[src/rtl/sync_fifo_param.sv]
// Single-clock parameterised FIFO with occupancy flags, sticky error flags,
// synchronous flush, and a choice of first-word-fall-through or registered read.
module sync_fifo_param #(
  parameter int DATA_WIDTH = 47,
  parameter int DEPTH      = 16,
  parameter int AFULL_TH   = DEPTH - 2,
  parameter int AEMPTY_TH  = 2,
  parameter int FWFT       = 1
) (
  input  logic                    clk,
  input  logic                    rst,
  input  logic                    flush,
  input  logic                    push,
  input  logic [DATA_WIDTH-1:0]   wdata,
  input  logic                    pop,
  output logic [DATA_WIDTH-1:0]   rdata,
  output logic                    full,
  output logic                    empty,
  output logic                    almost_full,
  output logic                    almost_empty,
  output logic [$clog2(DEPTH):0]  count,
  output logic                    overflow,
  output logic                    underflow
);

  localparam int AW = $clog2(DEPTH);
  localparam int CW = AW + 1;

  localparam logic [CW-1:0] DEPTH_C  = CW'(DEPTH);
  localparam logic [CW-1:0] AFULL_C  = CW'(AFULL_TH);
  localparam logic [CW-1:0] AEMPTY_C = CW'(AEMPTY_TH);

  logic [DATA_WIDTH-1:0] mem_q [DEPTH];

  logic [AW-1:0] wptr_q, wptr_d;
  logic [AW-1:0] rptr_q, rptr_d;
  logic [CW-1:0] count_q, count_d;
  logic          overflow_q, overflow_d;
  logic          underflow_q, underflow_d;
  logic          push_ok, pop_ok;

  assign full         = (count_q == DEPTH_C);
  assign empty        = (count_q == '0);
  assign almost_full  = (count_q >= AFULL_C);
  assign almost_empty = (count_q <= AEMPTY_C);
  assign count        = count_q;
  assign overflow     = overflow_q;
  assign underflow    = underflow_q;

  // Acceptance looks only at pre-edge flags, so a same-cycle pop never makes room.
  always_comb begin
    push_ok     = push & ~full  & ~flush;
    pop_ok      = pop  & ~empty & ~flush;
    wptr_d      = wptr_q;
    rptr_d      = rptr_q;
    count_d     = count_q;
    overflow_d  = overflow_q  | (push & full  & ~flush);
    underflow_d = underflow_q | (pop  & empty & ~flush);

    if (flush) begin
      wptr_d  = '0;
      rptr_d  = '0;
      count_d = '0;
    end else begin
      if (push_ok) wptr_d = wptr_q + AW'(1);
      if (pop_ok)  rptr_d = rptr_q + AW'(1);
      unique case ({push_ok, pop_ok})
        2'b10:   count_d = count_q + CW'(1);
        2'b01:   count_d = count_q - CW'(1);
        default: count_d = count_q;
      endcase
    end
  end

  always_ff @(posedge clk) begin
    if (rst) begin
      wptr_q      <= '0;
      rptr_q      <= '0;
      count_q     <= '0;
      overflow_q  <= 1'b0;
      underflow_q <= 1'b0;
    end else begin
      wptr_q      <= wptr_d;
      rptr_q      <= rptr_d;
      count_q     <= count_d;
      overflow_q  <= overflow_d;
      underflow_q <= underflow_d;
    end
  end

  // Storage is deliberately left out of reset.
  always_ff @(posedge clk) begin
    if (!rst && push_ok) mem_q[wptr_q] <= wdata;
  end

  if (FWFT != 0) begin : g_fwft
    assign rdata = mem_q[rptr_q];
  end else begin : g_reg_read
    logic [DATA_WIDTH-1:0] rdata_q, rdata_d;

    always_comb begin
      rdata_d = rdata_q;
      if (pop_ok) rdata_d = mem_q[rptr_q];
    end

    always_ff @(posedge clk) begin
      if (rst) rdata_q <= '0;
      else     rdata_q <= rdata_d;
    end

    assign rdata = rdata_q;
  end

endmodule

[config.mk]
export PLATFORM = sky130hd
export DESIGN_NAME = sync_fifo_param
export DESIGN_NICKNAME = d
export VERILOG_FILES = /design/src/rtl/sync_fifo_param.sv
export SDC_FILE = /design/constraint.sdc
export NUM_CORES = 1
export LEC_CHECK = 0
export ABC_CLOCK_PERIOD_IN_PS = 4200
export BUFFER_PORTS_ARGS = -buffer_cell sky130_fd_sc_hd__buf_2
export CORE_ASPECT_RATIO = 1.2
export CORE_MARGIN = 2
export CORE_UTILIZATION = 36
export CTS_CLUSTER_SIZE = 16
export DETAILED_ROUTE_END_ITERATION = 12
export SYNTH_ARGS = -nofsm -noshare
export SYNTH_HDL_FRONTEND = slang
export SYNTH_SLANG_ARGS = --single-unit
[constraint.sdc]
create_clock -name clk -period 4.2 [get_ports clk]
set_clock_uncertainty 0.1 [all_clocks]
set_input_delay 0.84 -clock clk [delete_from_list [all_inputs] [get_ports clk]]
set_output_delay 0.84 -clock clk [all_outputs]
set_load 0.005 [all_outputs]
Word-level counts from Yosys, hierarchy flattened:

Memories as Yosys holds them, arrays and structs flattened. A register that Yosys moved wholly into a read port is not among the register bits.
Cells that the tools add are included.

* flip-flop bits (word level): 15
* word-level logic and storage cells: 38
* output and inout port bits: 58
* memories: 1
* memory bits (writable): 752

* $lt $le $gt $ge: 2
* mux-type cells: 5
* equal/unequal tests: 3
* $add $sub $neg: 4
* reduce and logical (&&, ||, !) cells: 5
* bitwise operators: 13

Memory list
* mem_q: words 16, width 47, rd ports 1, clocked after memory_dff 1, write ports 1, line 33 `logic [DATA_WIDTH-1:0] mem_q [DEPTH];`

Operators by type and width (number)
* $pmux 5 s2: 1
* $add 4x1->4 const B: 2
* $and 1x1->1: 8
* $mux 4: 2
* $add 5x1->5 const B: 1
* $eq 5x5->1 const B: 1
* $ge 5x4->1 const B: 1
* $le 5x2->1 const B: 1
* $logic_not 5->1: 1
* $sub 5x1->5 const B: 1
* $not 1->1: 3
* $eq 2x1->1 const B: 1
* $eq 2x2->1 const B: 1
* $mux 1: 2
* $or 1x1->1: 2
* $reduce_bool 2->1: 1
* $reduce_or 2->1: 1
* $logic_and 1x1->1: 1
* $logic_not 1->1: 1

Depth between registers and ports, before layout:

Gate-level depths: netlist (run 1).

* depth after elaboration: 7
* gate-level depth with buffers: 12
* mapped depth without buffers: 10

Worst setup path after synthesis (run 1):

OpenSTA, ideal clock, no wires.

* kind: input-to-reg
* start: input port push
* end: memory mem_q[3][0] (enable)
* data required time: 3648 ps
* arrival: 3671 ps
* slack: -23 ps
* stages: 4
* path through: nor2b_1 -> a21boi_1 -> nand2_1 -> nor2_1

* word-level cells in the longest chain between the ends: 5

RTL lines
* start: declaration: line 13 `input logic push,`
* $and 1x1->1 (2 in series): line 52 `push_ok = push & ~full & ~flush;`
* $logic_and 1x1->1: line 93 `if (!rst && push_ok) mem_q[wptr_q] <= wdata;`
* $mux 1: line 93
* $mux 1 (implied by the code): line 93
* end: declaration: line 33

Every way passes these cells.

==> run summary, run 1 <==
Worst Path Arrival = 2830 ps
headroom to the max-slew limit = 0.386
synth-to-layout area growth = 15.7%
Routed WL = 65.0 mm
fin crit share = 0.899
cts hold-fix bufs = 0
die area = 83600 sq um
ys flop type = edfxtp_1
Slew @ Worst Pin = 921 ps
cts bufs inserted = 76
final setup vio count = 0
share of cells above drive strength 1 = 0.368
vias in the first global route = 13759
post-CTS sizing = 0
Clock transition at path regs = 60 ps
initial antenna violation count = 12
most used cell, CP = mux4_2
post-synthesis sequential area ratio = 0.785
placed cell area = 31500 sq um
mux cell area share after synthesis = 0.183
PortBufs = 109
IO Count = 110
Filler Cells Inserted = 6842
max-slew violation count = 0
Antenna Violating Nets Remaining = 0
largest family of logic cells by synthesized area = multiplexers
Synth async-reset ratio = 0
xor and xnor area share after synthesis = 0.00270
Syn. warnings = 0
Final Hold Viols = 0
leakage power total = 10.2 nW
crit path time final = 3770 ps
Site Rows = 114
Worst EP required = 3260 ps
starting density of the core = 0.363
setup_tns = 0 ps
RSZ-0062 raised after global routing = no
Max Freq = 265 MHz
Synth Register Bits = 771
CP max-delay cell = dfxtp_4
Vias = 12965
clk root buf = clkbuf_16
CTS Sinks = 771
post-CTS setup repair buffer count = 0
HP Start = underflow
CP peak stage delay = 740 ps
Power, Total = 15.2 mW
CTS HTree Levels = 3
largest net degree at the start of global routing = 60
cell count after synthesis = 1179
core area = 80600 sq um
CP Cell Sequence = buf_12 > mux4_2 > mux4_2 > buf_2
PwrDens = 450 nW/um^2
Worst setup SP type = flip-flop
CTS tree = yes
cell area after layout = 33800 sq um
simple-gate area share of the yosys netlist = 0.0127
drt first pass iters = 7
crit-path max FO = 46
Worst-Skew Late Latency = 620 ps
synthesized-area fraction occupied by adder cells = 0.00342
number of synthesized flops with an enable pin = 752
Area contributors post-synth = edfxtp_1 77%, mux4_2 18%, dfxtp_1 1.3%
Mean Syn Cell Area = 24.8 sq um
Max Root-Sink Buffers = 3
chip height = 316 um
commonest cells in the synthesized netlist = 752 x edfxtp_1, 235 x mux4_2, 38 x nor2_1
status = finished clean
DRC violations left = 0
vias per cell = 5.27
post-DP HPWL = 33.7 mm
Iter 0 DRT Violations = 1218
Hold WC Path Type = flip-flop to flip-flop
Net Count, Synth = 1239
post-synth top area share = 0.772
Netlist cell types = 42
most common cell in the netlist = edfxtp_1
first-pass GRT wire length = 94.9 mm
Setup CP Type = flip-flop to output port
Layout Nets = 1418
grt ovf = 0
synthesized cell area = 29200 sq um
FF-to-FF Start = count[2]
drt wl/cell = 26.4 um
Worst setup EP type = output port
compound-cell area share of the yosys netlist = 0.00299
area leader, netlist = edfxtp_1
RD Place Congestion = 0.718
number of max-cap violations = 0
die width = 264 um
peak supply drop = 0.278 mV
Overall Global Routing Usage = 0.158
-- power by group --
group	total, mW	internal (mW)	switching (mW)
logic	0.243	0.0810	0.162
registers	8.46	8.45	0.00650
clock network	6.53	3.72	2.81
total	15.2	12.3	2.98
-- per-stage QoR --
step	utilization	hold WS [ps]	setup slack [ps]	instances
floorplan	-	360	-22.5	1179
global placement	0.390	388	739	2324
detailed placement	0.390	381	816	2324
CTS	0.420	374	307	2458
global route	0.420	433	296	2460
finish	0.420	385	425	2460
-- state kept, by name, summed over array words and instances, names as in the netlist, named ones only --
register,flops
count,5
underflow,1
rptr_q,4
mem_q,752
wptr_q,4
overflow,1
-- cell usage in the layout, fill, tap and decap left out, types with 4 or more instances in the layout --
cell type / netlist / routed
xor2_1: 7 / 7
mux4_2: 235 / 235
edfxtp_1: 752 / 752
ha_1: 8 / 8
clkinv_2: 0 / 10
buf_4: 8 / 39
buf_12: 0 / 11
nor2_1: 38 / 22
dfxtp_1: 19 / 15
bufinv_16: 0 / 6
nor2_4: 0 / 16
nand2_1: 10 / 10
clkbuf_16: 0 / 76
buf_2: 17 / 109
mux2i_1: 4 / 4
clkinv_1: 0 / 10
clkinvlp_4: 0 / 6
a21oi_1: 4 / 4
clkbuf_1: 24 / 21
inv_1: 5 / 5
-- critical path, delay by kind of cell (launching register included) --
kind / cells / cell delay (ps)
buffers and inverters: 2 / 530
flip-flops: 1 / 740
multiplexers: 2 / 910
-- final timing paths --
path | end | slack, ps | depth (start not counted)
max | rdata[2] | 430 | 4
min | underflow | 390 | 2
max reg2reg | count[4] | 1230 | 10
min reg2reg | underflow | 390 | 2
-- metal layers --
layer  vias to the layer above  share of wire  track usage
li1                       5436              -            -
met1                      7071           0.41        0.205
met2                       349           0.52        0.273
met3                       101          0.049       0.0262
met4                         8          0.021       0.0478
met5                         -        0.00058            0
-- final cells by class --
cell class                 count  area, sq um  area share
sequential                   771        23000       0.679
tap                         1044         1310      0.0386
antenna                        2         5.00    0.000148
multi-input combinational    345         6100       0.180
timing repair buffer         159         1060      0.0313
clock buffer                  97         1980      0.0586
clock inverter                37          379      0.0112
inverter                       5         18.8    0.000555
-- cells by family after synthesis --
kind of cell | after synthesis
flops | 771
mux | 240
simple gates | 75
buf+inv | 63
compound gates | 13
xor+xnor | 9
fa+ha+maj | 8
Note: power is estimated with default switching activity, not from simulation.
==> run 2: changes to the inputs <==
--- a/config.mk
+++ b/config.mk
@@ -5,9 +5,10 @@
 export SDC_FILE = /design/constraint.sdc
 export NUM_CORES = 1
 export LEC_CHECK = 0
+export ABC_AREA = 0
 export ABC_CLOCK_PERIOD_IN_PS = 4200
 export BUFFER_PORTS_ARGS = -buffer_cell sky130_fd_sc_hd__buf_2
-export CORE_ASPECT_RATIO = 1.2
+export CORE_ASPECT_RATIO = 1.4
 export CORE_MARGIN = 2
 export CORE_UTILIZATION = 36
 export CTS_CLUSTER_SIZE = 16
==> run 2 against run 1 <==
  * Global-route usage shrank 0.27 points
  * Non-clock buffer count shrank 11
  * Clock-buffer cell count shrank 4
  * Worst setup slack gained 48 ps
  * First-iteration DRC count shrank 11%
  * Combinational power is essentially flat
  * Clock power shrank 4.0%
  * Wire length shrank 1.8%
  * Core utilization grew 0.068 points
  * Sequential power is essentially flat
  * Critical endpoint is now rdata[14]
  * Largest power group unchanged
==> run summary, run 2 (synthesized netlist as in run 1, its figures left out) <==
Routed WL = 63.8 mm (-1.8%)
r2r setup slk = 940 ps (-290 ps)
DRC violations left = 0 (unchanged)
Iter 0 DRT Violations = 1085 (-11%)
Vias = 12913 (-0.40%)
max reg flops = 752 (unchanged)
status = finished clean
clk root buf = clkbuf_16
drt wl/cell = 25.9 um (-1.9%)
Worst EP required = 3260 ps (about the same)
PwrDens = 442 nW/um^2 (-1.7%)
Final Hold Viols = 0 (unchanged)
CTS Sinks = 771 (unchanged)
final core occ = 0.420 (+0.000684)
hold endpoint = overflow
CTS HTree Levels = 3 (unchanged)
Setup CP Type = flip-flop to output port
final non-filler cell total = 2461 (+0.041%)
headroom to the max-slew limit = 0.548 (+0.163)
post-CTS sizing = 0 (unchanged)
Slew @ Worst Pin = 676 ps (-245 ps)
drt first pass iters = 5 (-2)
IO Count = 110 (unchanged)
cts bufs inserted = 71 (-6.6%)
first-pass GRT wire length = 94.2 mm (-0.75%)
commonest non-fill, non-tap cells in the layout = 752 x edfxtp_1, 235 x mux4_2, 109 x buf_2
RSZ-0062 raised after global routing = no
core area = 80500 sq um (-0.13%)
Max Freq = 268 MHz (+1.3%)
starting density of the core = 0.363 (+0.000457)
cts hold-fix bufs = 0 (unchanged)
Worst setup EP type = output port
post-CTS setup repair buffer count = 0 (unchanged)
Worst Slack Setup Final = 473 ps (+47.7 ps)
post-DP HPWL = 33.8 mm (+0.13%)
RD Place Congestion = 0.711 (-0.89%)
Site Rows = 123 (+7.9%)
Power, Total = 15.0 mW (-1.7%)
PortBufs = 109 (unchanged)
vias in the first global route = 13972 (+1.5%)
Layout Nets = 1402 (-1.1%)
max-slew violation count = 0 (unchanged)
die area = 83600 sq um (about the same)
Overall Global Routing Usage = 0.155 (-0.00272)
crit-path max FO = 25 (-46%)
number of max-cap violations = 0 (unchanged)
Worst-Skew Late Latency = 600 ps (-20 ps)
largest net degree at the start of global routing = 60 (unchanged)
Clock transition at path regs = 60 ps (about the same)
share of cells above drive strength 1 = 0.360 (-0.00769)
pre-CTS WS = 590 ps (-226 ps)
Largest Register = mem_q
CTS tree = yes
commonest non-fill, non-tap cell in the layout = edfxtp_1
FF-to-FF Start = count[2]
initial antenna violation count = 9 (-3)
peak supply drop = 0.261 mV (-6.1%)
synth-to-layout area growth = 15.7% (about the same)
Worst Path Arrival = 2790 ps (-40 ps)
hold path depth = 2 (unchanged)
die width = 245 um (-7.3%)
Hold WC Path Type = flip-flop to flip-flop
fin crit share = 0.887 (-0.0114)
Worst setup SP type = flip-flop
leakage power total = 10.2 nW (-0.69%)
Max Root-Sink Buffers = 3 (unchanged)
chip height = 341 um (+7.9%)
post-placement cell count = 2331 (+0.30%)
Register-to-Register Path Depth = 9 (-1)
final setup vio count = 0 (unchanged)
grt ovf = 0 (unchanged)
vias per cell = 5.25 (-0.44%)
reg2reg end = count[4]
crit path time final = 3730 ps (-47.7 ps)
Antenna Violating Nets Remaining = 0 (unchanged)
HP Start = overflow
==> run 2: cell types whose count changed in the layout (fill, tap and decap cells not counted) <==
| cell | before | now |
|---|---|---|
| clkinv_8 | 3 | 2 |
| buf_4 | 39 | 14 |
| buf_12 | 11 | 25 |
| clkinv_1 | 10 | 16 |
| inv_6 | 2 | 1 |
| bufinv_16 | 6 | 3 |
| clkbuf_8 | 0 | 2 |
| clkinv_2 | 10 | 7 |
| clkbuf_1 | 21 | 15 |
==> run 2: critical path, stage by stage, from the launching register on <==
cell and delay (ps):
dfxtp_4 430, buf_4 460, mux4_2 570, mux4_2 530, buf_2 150
==> run 2: stage by stage <==
stage                     hold WS (ps)  setup TNS (ps)  area [sq um]
after CTS                          386               0         33800
final                              379               0         33800
after global routing               415               0         33800
after floorplan                    360           -3070         29200
after global placement             362               0         31600
after detailed placement           363               0         31600
==> run 2: per-layer routing <==
metal	vias to the layer above	track usage	part of all wire
met4	8	0.0419	0.019
li1	5424	-	-
met1	7055	0.207	0.41
met3	88	0.0243	0.046
met5	-	0	0.00083
met2	338	0.265	0.52
==> run 2: worst max-delay path by stage <==
stage	slack, ps	cells after the start	end	startpoint
after floorplan	-20	4	mem_q[3][0]	push
after global placement	640	10	count[4]	flush
after detailed placement	590	10	count[4]	flush
after CTS	370	4	rdata[15]	flip-flop
after global routing	300	4	rdata[15]	flip-flop
final	470	4	rdata[14]	flip-flop
==> run 2: power breakdown <==
part,switching (mW),internal [mW],leakage (nW)
Clock,2.74,3.53,1.08
Sequential,0.00680,8.45,6.92
Combinational,0.161,0.0813,2.15
Total,2.91,12.1,10.2
==> run 2: area by class of cell <==
type	count	area [sq um]
Clock inverter	35	272
Timing Repair Buffer	148	1150
Tap cell	1062	1330
Clock buffer	93	1990
Sequential cell	771	23000
Fill cell	6805	46600
Multi-Input combinational cell	345	6100
Antenna cell	2	5.00
Inverter	5	18.8
==> run 3: changes to the inputs <==
--- a/config.mk
+++ b/config.mk
@@ -10,9 +10,11 @@
 export BUFFER_PORTS_ARGS = -buffer_cell sky130_fd_sc_hd__buf_2
 export CORE_ASPECT_RATIO = 1.4
 export CORE_MARGIN = 2
-export CORE_UTILIZATION = 36
+export CORE_UTILIZATION = 55
 export CTS_CLUSTER_SIZE = 16
 export DETAILED_ROUTE_END_ITERATION = 12
+export PLACE_DENSITY = 0.75
+export SETUP_SLACK_MARGIN = 0.05
 export SYNTH_ARGS = -nofsm -noshare
 export SYNTH_HDL_FRONTEND = slang
 export SYNTH_SLANG_ARGS = --single-unit
==> run 3 against run 2 <==
  * Wire length is 2.2% lower
  * First-iteration DRC count grew 27%
  * Global-route usage up 8.0 points
  * Hold slack lost 2.9 ps
  * Maximum frequency down 3.7%
  * Die area shrank 34%
  * Sequential cell count stayed put
  * Clock-buffer cell count decreased by 4
  * Non-clock buffer count is 21 higher
  * Critical endpoint is now rdata[7]
  * Combinational power about the same
  * Core utilization increased by 21 points
==> run summary, run 3 (synthesized netlist as in run 1, its figures left out) <==
grt ovf = 0 (unchanged)
synth-to-layout area growth = 14.6%
Antenna Violating Nets Remaining = 0 (unchanged)
DRC violations left = 0 (unchanged)
Routed WL = 62.4 mm (-2.2%)
Layout Nets = 1420 (+1.3%)
Worst Slack Setup Final = 329 ps (-144 ps)
final setup vio count = 0 (unchanged)
cts bufs inserted = 68 (-4.2%)
post-placement cell count = 2004 (-14%)
peak supply drop = 0.298 mV (+14%)
Sw Pwr = 2.80 mW (-3.8%)
post-CTS setup repair buffer count = 0 (unchanged)
Worst setup EP type = output port
crit path time final = 3870 ps (+144 ps)
Max Freq = 258 MHz (-3.7%)
CTS HTree Levels = 3 (unchanged)
Worst EP required = 3260 ps (about the same)
max-slew violation count = 0 (unchanged)
IO Count = 110 (unchanged)
Slew @ Worst Pin = 925 ps (+249 ps)
share of cells above drive strength 1 = 0.366 (+0.00642)
max reg flops = 752 (unchanged)
Max Root-Sink Buffers = 3 (unchanged)
CP max-delay cell = dfxtp_4
fin crit share = 0.922 (+0.0343)
setup_tns = 0 ps (unchanged)
Site Rows = 100 (-19%)
Clk network pwr share = 0.408 (-0.011)
crit-path max FO = 24 (-4.0%)
commonest non-fill, non-tap cells in the layout = 752 x edfxtp_1, 235 x mux4_2, 109 x buf_2
vias per cell = 6.21 (+18%)
pre-CTS WS = 551 ps (-39.6 ps)
CTS Sinks = 771 (unchanged)
final hold slack = 377 ps (-2.92 ps)
Overall Global Routing Usage = 0.235 (+0.0802)
post-DP HPWL = 33.1 mm (-1.9%)
cts hold-fix bufs = 0 (unchanged)
CP peak stage delay = 710 ps (+140 ps)
register area = 23000 sq um (unchanged)
Sw Ratio = 0.191 (-0.00371)
power share of the sequential group = 0.576 (+0.011)
post-CTS sizing = 0 (unchanged)
family with the most delay on the worst path = multiplexers
CP Cell Sequence = buf_4 > mux4_2 > mux4_2 > buf_2
headroom to the max-slew limit = 0.382 (-0.166)
Setup CP Type = flip-flop to output port
starting density of the core = 0.553 (+0.189)
chip height = 277 um (-19%)
Iter 0 DRT Violations = 1381 (+27%)
Vias = 13204 (+2.3%)
drt first pass iters = 5 (unchanged)
drt wl/cell = 29.4 um (+13%)
Worst Path Arrival = 2930 ps (+140 ps)
Worst-Skew Late Latency = 580 ps (-20 ps)
CTS tree = yes
status = finished clean
Bufs and invs on worst path = 2 (unchanged)
die width = 199 um (-19%)
leakage power total = 10.2 nW (+0.79%)
combinational share of power = 0.016 (about the same)
Worst setup SP type = flip-flop
Clock transition at path regs = 60 ps (about the same)
vias in the first global route = 13971 (-0.0072%)
core area = 52900 sq um (-34%)
Hold WC Path Type = flip-flop to flip-flop
final non-filler cell total = 2126 (-14%)
Int Power = 11.9 mW (-1.4%)
PortBufs = 109 (unchanged)
largest net degree at the start of global routing = 65 (+8.3%)
Final Hold Viols = 0 (unchanged)
RSZ-0062 raised after global routing = no
most used cell, CP = mux4_2
first-pass GRT wire length = 91.9 mm (-2.4%)
RD Place Congestion = 0.750 (+5.4%)
die area = 55100 sq um (-34%)
Filler Cells Inserted = 3322 (-51%)
Largest Register = mem_q
number of max-cap violations = 0 (unchanged)
initial antenna violation count = 8 (-1)
clk root buf = clkbuf_16
area occupied by multi-input gates = 6100 sq um (unchanged)
commonest non-fill, non-tap cell in the layout = edfxtp_1
PwrDens = 438 nW/um^2 (-0.93%)
[run 3: cell count changes in the layout (fill, tap and decap cells not counted), moves of 2 or more]
cell	before	now
clkbuf_1	15	18
clkbuf_16	76	71
buf_4	14	28
clkinv_1	16	11
clkbuf_8	2	0
diode_2	2	4
buf_12	25	32
clkinvlp_4	6	1
[run 3: tightest hold or removal path: stages (launching register included)]
cell and delay, ps:
dfxtp_1 330, a31oi_1 40, nor2_1 70
[run 3: area by class of cell]
cell class              instances  share of cell area
flip-flops and latches        771               0.686
multi-input cells             345               0.182
clock buffers                  89              0.0550
repair buffers                169              0.0417
well taps                     714              0.0267
clock inverters                29             0.00818
inverters                       5            0.000560
diodes                          4            0.000299
[run 3: final timing paths]
path                            startpoint         to  slack [ps]  depth (start not counted)
worst max-delay path             flip-flop   rdata[7]         330                          4
worst min-delay path             underflow  underflow         380                          2
worst max register to register    count[2]   count[4]         900                          9
worst min register to register   underflow  underflow         380                          2
[run 3: power groups by stage]
stage | Sequential (mW) | Clock (mW) | Combinational (mW)
2_1_floorplan | 8.63 | 0 | 0.0826
3_3_place_gp | 8.62 | 0 | 0.225
3_5_place_dp | 8.62 | 0 | 0.239
4_1_cts | 8.46 | 6.09 | 0.241
5_1_grt | 8.45 | 6.35 | 0.263
6_report | 8.46 | 5.99 | 0.241
[run 3: routing by layer]
layer | share of wire | routed length (um) | up-vias | global-route usage
met5 | 0.00054 | 34 | - | 0
met4 | 0.030 | 1890 | 8 | 0.0880
met3 | 0.069 | 4300 | 122 | 0.0423
met2 | 0.53 | 33100 | 588 | 0.400
met1 | 0.37 | 23100 | 7034 | 0.305
li1 | - | - | 5452 | -
[run 3: metrics by stage]
step / util / total power, mW / instance area (sq um)
after floorplan: - / 8.71 / 29300
after global placement: 0.593 / 8.85 / 31400
after detailed placement: 0.593 / 8.86 / 31400
after CTS: 0.633 / 14.8 / 33500
after global routing: 0.633 / 15.1 / 33500
final: 0.633 / 14.7 / 33500
